[src/rtl/terrain_pkg.sv]
// Terrain column SRAM geometry shared by the terrain generator and reader.
// Each column is one 512-bit word; bit r set means row r is solid.
package terrain_pkg;
    localparam logic [9:0] NCOLS      = 10'd640;
    localparam logic [9:0] FLOOR      = 10'd479;
    localparam logic [9:0] NO_HEIGHT  = 10'd480;
    localparam int         ROWS       = 480;
    localparam int         WORD_W     = 512;
    localparam int         CHUNK_W    = 32;
    localparam int         NCHUNKS    = 15;
    localparam logic [3:0] LAST_CHUNK = 4'd14;

    typedef enum logic [2:0] {
        IDLE   = 3'd0,
        Q_READ = 3'd1,
        Q_WAIT = 3'd2,
        Q_SCAN = 3'd3,
        DONE   = 3'd4
    } q_state_t;
endpackage

[src/rtl/chunk_prio_enc.sv]
// Lowest-set-bit encoder over one scan chunk of a terrain column.
module chunk_prio_enc
    import terrain_pkg::*;
(
    input  logic [CHUNK_W-1:0] bits,
    output logic               hit,
    output logic [4:0]         idx
);
    // Scan from the top down so the lowest set bit is the last one written.
    always_comb begin
        hit = 1'b0;
        idx = '0;
        for (int i = CHUNK_W - 1; i >= 0; i--) begin
            if (bits[i]) begin
                hit = 1'b1;
                idx = 5'(i);
            end
        end
    end
endmodule

[src/rtl/terrain_reader.sv]
// Read-side client of the terrain SRAM: 2-cycle pixel lookups with priority,
// plus a chunked surface-height query engine sharing the same read port.
module terrain_reader
    import terrain_pkg::*;
(
    input  logic              clk,
    input  logic              reset_n,
    input  logic              pix_req,
    input  logic [9:0]        pix_x,
    input  logic [9:0]        pix_y,
    output logic              pix_valid,
    output logic              pix_terrain,
    input  logic              q_req,
    input  logic [9:0]        q_x,
    output logic              q_busy,
    output logic              q_done,
    output logic [9:0]        q_height,
    output logic [9:0]        sram_read_addr,
    input  logic [WORD_W-1:0] sram_q
);
    q_state_t                          state;
    logic [9:0]                        q_x_lat;
    logic [9:0]                        addr_hold;
    logic [NCHUNKS-1:0][CHUNK_W-1:0]   word;
    logic [3:0]                        chunk;
    logic                              pix_req_d1;
    logic                              pix_in_d1;
    logic [8:0]                        pix_y_d1;
    logic                              pix_in;
    logic                              q_issue;
    logic                              hit;
    logic [4:0]                        idx;

    assign pix_in  = (pix_x < NCOLS) && (pix_y <= FLOOR);
    assign q_issue = (state == Q_READ) && !pix_req;
    assign q_busy  = (state != IDLE);
    assign q_done  = (state == DONE);

    // Pixel lookups always win the port; otherwise the address is held.
    always_comb begin
        sram_read_addr = addr_hold;
        if (pix_req)
            sram_read_addr = pix_x;
        else if (q_issue)
            sram_read_addr = q_x_lat;
    end

    chunk_prio_enc u_enc (
        .bits (word[chunk]),
        .hit  (hit),
        .idx  (idx)
    );

    always_ff @(posedge clk or negedge reset_n) begin
        if (!reset_n) begin
            addr_hold   <= '0;
            pix_req_d1  <= 1'b0;
            pix_in_d1   <= 1'b0;
            pix_y_d1    <= '0;
            pix_valid   <= 1'b0;
            pix_terrain <= 1'b0;
        end else begin
            addr_hold   <= sram_read_addr;
            pix_req_d1  <= pix_req;
            pix_in_d1   <= pix_req && pix_in;
            pix_y_d1    <= pix_y[8:0];
            pix_valid   <= pix_req_d1;
            pix_terrain <= pix_req_d1 && pix_in_d1 && sram_q[pix_y_d1];
        end
    end

    always_ff @(posedge clk or negedge reset_n) begin
        if (!reset_n) begin
            state    <= IDLE;
            q_x_lat  <= '0;
            word     <= '0;
            chunk    <= '0;
            q_height <= '0;
        end else begin
            case (state)
                IDLE: begin
                    if (q_req) begin
                        q_x_lat <= q_x;
                        if (q_x >= NCOLS) begin
                            q_height <= NO_HEIGHT;
                            state    <= DONE;
                        end else begin
                            state <= Q_READ;
                        end
                    end
                end
                Q_READ: if (!pix_req) state <= Q_WAIT;
                // sram_q here answers the Q_READ address, whatever pix_req does now.
                Q_WAIT: begin
                    word  <= sram_q[ROWS-1:0];
                    chunk <= '0;
                    state <= Q_SCAN;
                end
                Q_SCAN: begin
                    if (hit) begin
                        q_height <= {1'b0, chunk, idx};
                        state    <= DONE;
                    end else if (chunk == LAST_CHUNK) begin
                        q_height <= NO_HEIGHT;
                        state    <= DONE;
                    end else begin
                        chunk <= chunk + 4'd1;
                    end
                end
                DONE:    state <= IDLE;
                default: state <= IDLE;
            endcase
        end
    end
endmodule

[config.mk]
export PLATFORM = sky130hd
export DESIGN_NAME = terrain_reader
export DESIGN_NICKNAME = d
export VERILOG_FILES = /design/src/rtl/terrain_pkg.sv /design/src/rtl/chunk_prio_enc.sv /design/src/rtl/terrain_reader.sv
export SDC_FILE = /design/constraint.sdc
export NUM_CORES = 1
export LEC_CHECK = 0
export CAP_MARGIN = 20
export CORE_MARGIN = 8
export CORE_UTILIZATION = 53
export DETAILED_ROUTE_END_ITERATION = 8
export GPL_ROUTABILITY_DRIVEN = 1
export PLACE_DENSITY = 0.87
export SLEW_MARGIN = 40
export SYNTH_ARGS = -nofsm -noshare
export SYNTH_HDL_FRONTEND = slang
export SYNTH_SLANG_ARGS = --single-unit
export TNS_END_PERCENT = 1
[constraint.sdc]
create_clock -name clk -period 4.4 [get_ports clk]
set_input_delay 1.1 -clock clk [delete_from_list [all_inputs] [get_ports clk]]
set_output_delay 1.1 -clock clk [all_outputs]
set_load 0.01 [all_outputs]
==> run_results.csv <==
group,metric,value,unit
yosys,synth_flop_type,"sky130_fd_sc_hd__dfrtp_1",
floorplanning,core_area,0.0537,mm²
yosys,synth.avg_cell_area,9.66,µm²
global_routing,grt_first_pass_wirelength,165000,µm
critical_path,critical_path.startpoint_type,"flop",
route,vias,26114,
yosys,netlist-cell-type-count,71,
sta,final_max_slew_viol_count,0,
yosys,synthesis.area,0.0287,mm²
cts,post_cts_hold_buffer_count,0,
cts,worstSkewPairLatency,0.61,ns
sta,clock_skew,0.0290,ns
floorplanning,start_util,53.5,%
yosys,yosysWarningCount,0,
cts,numCtsBuffers,56,
critical_path,regToRegSetupSlack,0.42,ns
yosys,sequential_fraction_of_the_synthesis_area,46.1,%
layout,final_common_cell,"sky130_fd_sc_hd__nand2_1",
yosys,synthArstFlopShare,100,%
run,count_of_maximum_capacitance_violations,0,
yosys,count_of_flip_flops_with_a_built_in_enable_after_synthesis,0,
global_routing,number_of_antenna_violations_at_the_first_check_in_global_routing,14,
sta,worst_pin_slew,0.804,ns
sta,fmax,251,MHz
cts,tritoncts,"built",
route,detail_route.vias_per_cell,6.19,
global_routing,grt_pass1_vias,26739,
cts,clk_transition_reported_paths,0.06,ns
placed_design,final_estimated_routing_congestion_in_global_placement,0.960,
layout,fill_cells,3747,
min_path,min_path_type,"input pin to asynchronous set/reset pin",
route,final_antenna_net_count,0,
power_and_ir_drop,power.static_leakage,16.9,nW
route,detailedRoute.firstPassIterationCount,9,
critical_path,rr_endpoint,"pix_terrain",
critical_path,critPathMaxFanout,22,
route,drt-total-wl,110000,µm
cts,cts.root.buffer_cell,"sky130_fd_sc_hd__clkbuf_16",
placed_design,numPortBuffers,568,
sta,max_slew_margin,45.9,%
cts,post-cts-setup-buffers,0,
cts,cts_max_level,2,
critical_path,r2r_start,"pix_y_d1[0]",
cts,post_cts_resized,0,
layout,area_growth,29.7,%
global_routing,groute.usage.overall,35.0,%
route,drt_iter0_drc,3135,
sta,fin_crit,3.98,ns
placed_design,dpl_cell_area,0.0354,mm²
global_routing,gr-total-overflow,0,
floorplanning,die_h,249,µm
placed_design,numPlacedInstances,4107,
sta,finalSetupViolCount,0,
cts,cts.path.max_buffers,3,
power_and_ir_drop,worst_ir_drop_on_vdd,0.000452,V
yosys,postSynthRegisterBits,529,
critical_path,r2r_cells,8,
floorplanning,die_x,249,µm
yosys,post_synthesis_net_count,3520,
power_and_ir_drop,p_per_area,565,mW/mm²
layout,final_layout_size_suffix_gt1_share,13.2,%
layout,layout.cells.non_filler,4218,
layout,multi_input_comb_area,0.0145,mm²
sta,fraction_of_the_cycle_the_final_worst_path_needs,90.4,%
yosys,post_synth_inst_count,2972,
global_routing,grt_max_degree,138,
sta,hold_viol,0,
status,run_status,"finished clean",
critical_path,data_required_time_at_the_worst_endpoint,4.89,ns
route,post_drt_wl_per_cell,26.2,µm
layout,fin_nets,4017,
floorplanning,die_area,0.0619,mm²
power_and_ir_drop,report.power.total,21.0,mW
floorplanning,io_pins,570,
sta,finalSetupTns,0,ns
critical_path,timing_worst_setup_path_type,"flop to flop",
layout,ff_latch_area,0.0133,mm²
critical_path,worstSetupEndpointType,"flop",
placed_design,dp.final_hpwl,84200,µm
floorplanning,floorplan.rows,85,
layout,final_core_util,69.4,%
layout,most-common-layout-cells,"sky130_fd_sc_hd__nand2_1, sky130_fd_sc_hd__clkdlybuf4s50_1, sky130_fd_sc_hd__dfrtp_1",
layout,final_design_area_no_fill,0.0372,mm²
route,detail_route.drc_violations,0,
critical_path,worstPathArrival,4.47,ns
sta,rsz0062_at_grt,"no",
cts,clkSinkCount,529,
-- layout make-up --
type | instances | area share (%)
antenna | 11 | 0.0739
clock buffer | 79 | 4.35
clock inverter | 21 | 0.417
inverter | 19 | 0.191
multi-input combinational | 2212 | 39.0
sequential | 529 | 35.6
tap | 696 | 2.34
timing repair buffer | 651 | 18.0
-- stage by stage --
stage	hold slack [ns]	setup slack [ns]
after floorplan	0.354	1.16
after global placement	0.451	0.171
after detailed placement	0.458	0.229
after CTS	0.373	0.447
after global routing	0.393	0.284
final	0.379	0.422
-- synth_stat cells, drive strengths merged, types with 9 or more instances --
cell type  instances  share of area, %
dfrtp            529                46
a221o             20              0.70
o31ai             14              0.37
a22oi             41               1.1
mux4             221                17
nand2           1489                19
mux2              45               1.8
or3               10              0.22
nand2b            10              0.22
nand3             24              0.44
nor3              12              0.21
nor2              36              0.47
clkbuf           144               1.9
nor2b              9              0.20
inv               18              0.24
and2               9              0.20
o21ai             36              0.63
a221oi            15              0.46
mux2i            102               3.6
a21oi             22              0.40
buf               68               1.3
-- report_power, final --
part           switching, mW  internal [mW]  total, mW  leakage (nW)
clock                   2.00           2.62       4.62         0.886
combinational           4.52           3.27       7.79          9.52
sequential              1.43           7.20       8.63          6.48
-- cell families after synthesis --
kind of cell / share of synthesized area (%)
other cells: 0.0131
fa+ha+maj: 0.0871
mux: 22.7
buf+inv: 3.44
compound gates: 5.36
simple gates: 22.3
flops: 46.1
-- worst max-delay path by stage --
stage	startpoint	to	slack (ns)	cells after the start
2_1_floorplan	pix_y_d1[0]	pix_terrain	1.16	8
5_1_grt	pix_req	sram_read_addr[6]	0.28	4
4_1_cts	pix_req	sram_read_addr[6]	0.45	4
3_5_place_dp	sram_q[135]	pix_terrain	0.23	8
3_3_place_gp	sram_q[84]	pix_terrain	0.17	8
6_report	pix_y_d1[0]	pix_terrain	0.42	8
-- metal layers --
metal	share of wire, %	wire [µm]	up-vias	GRT usage, %
li1	-	-	11131	-
met1	37	40900	12832	44.0
met2	47	52300	1773	56.9
met3	9.8	10800	362	8.05
met4	5.6	6230	16	17.4
met5	0.095	105	-	0
-- flip-flops by register name (all words and copies together), names as in the netlist, 3 cells and up --
signal and flops:
word 480, addr_hold 10, q_x_lat 10, pix_y_d1 9, q_height 9, chunk 4, state 3
-- worst max-delay path, stage by stage, from the launching register on --
cell,delay [ns]
sky130_fd_sc_hd__dfrtp_4,0.76
sky130_fd_sc_hd__buf_4,0.43
sky130_fd_sc_hd__mux4_2,0.58
sky130_fd_sc_hd__mux4_2,0.49
sky130_fd_sc_hd__mux2i_1,0.44
sky130_fd_sc_hd__o21ai_0,0.14
sky130_fd_sc_hd__nor4_1,0.72
sky130_fd_sc_hd__nor4_1,0.13
sky130_fd_sc_hd__o211a_1,0.15
No activity file was read; power rests on OpenSTA's default activity.
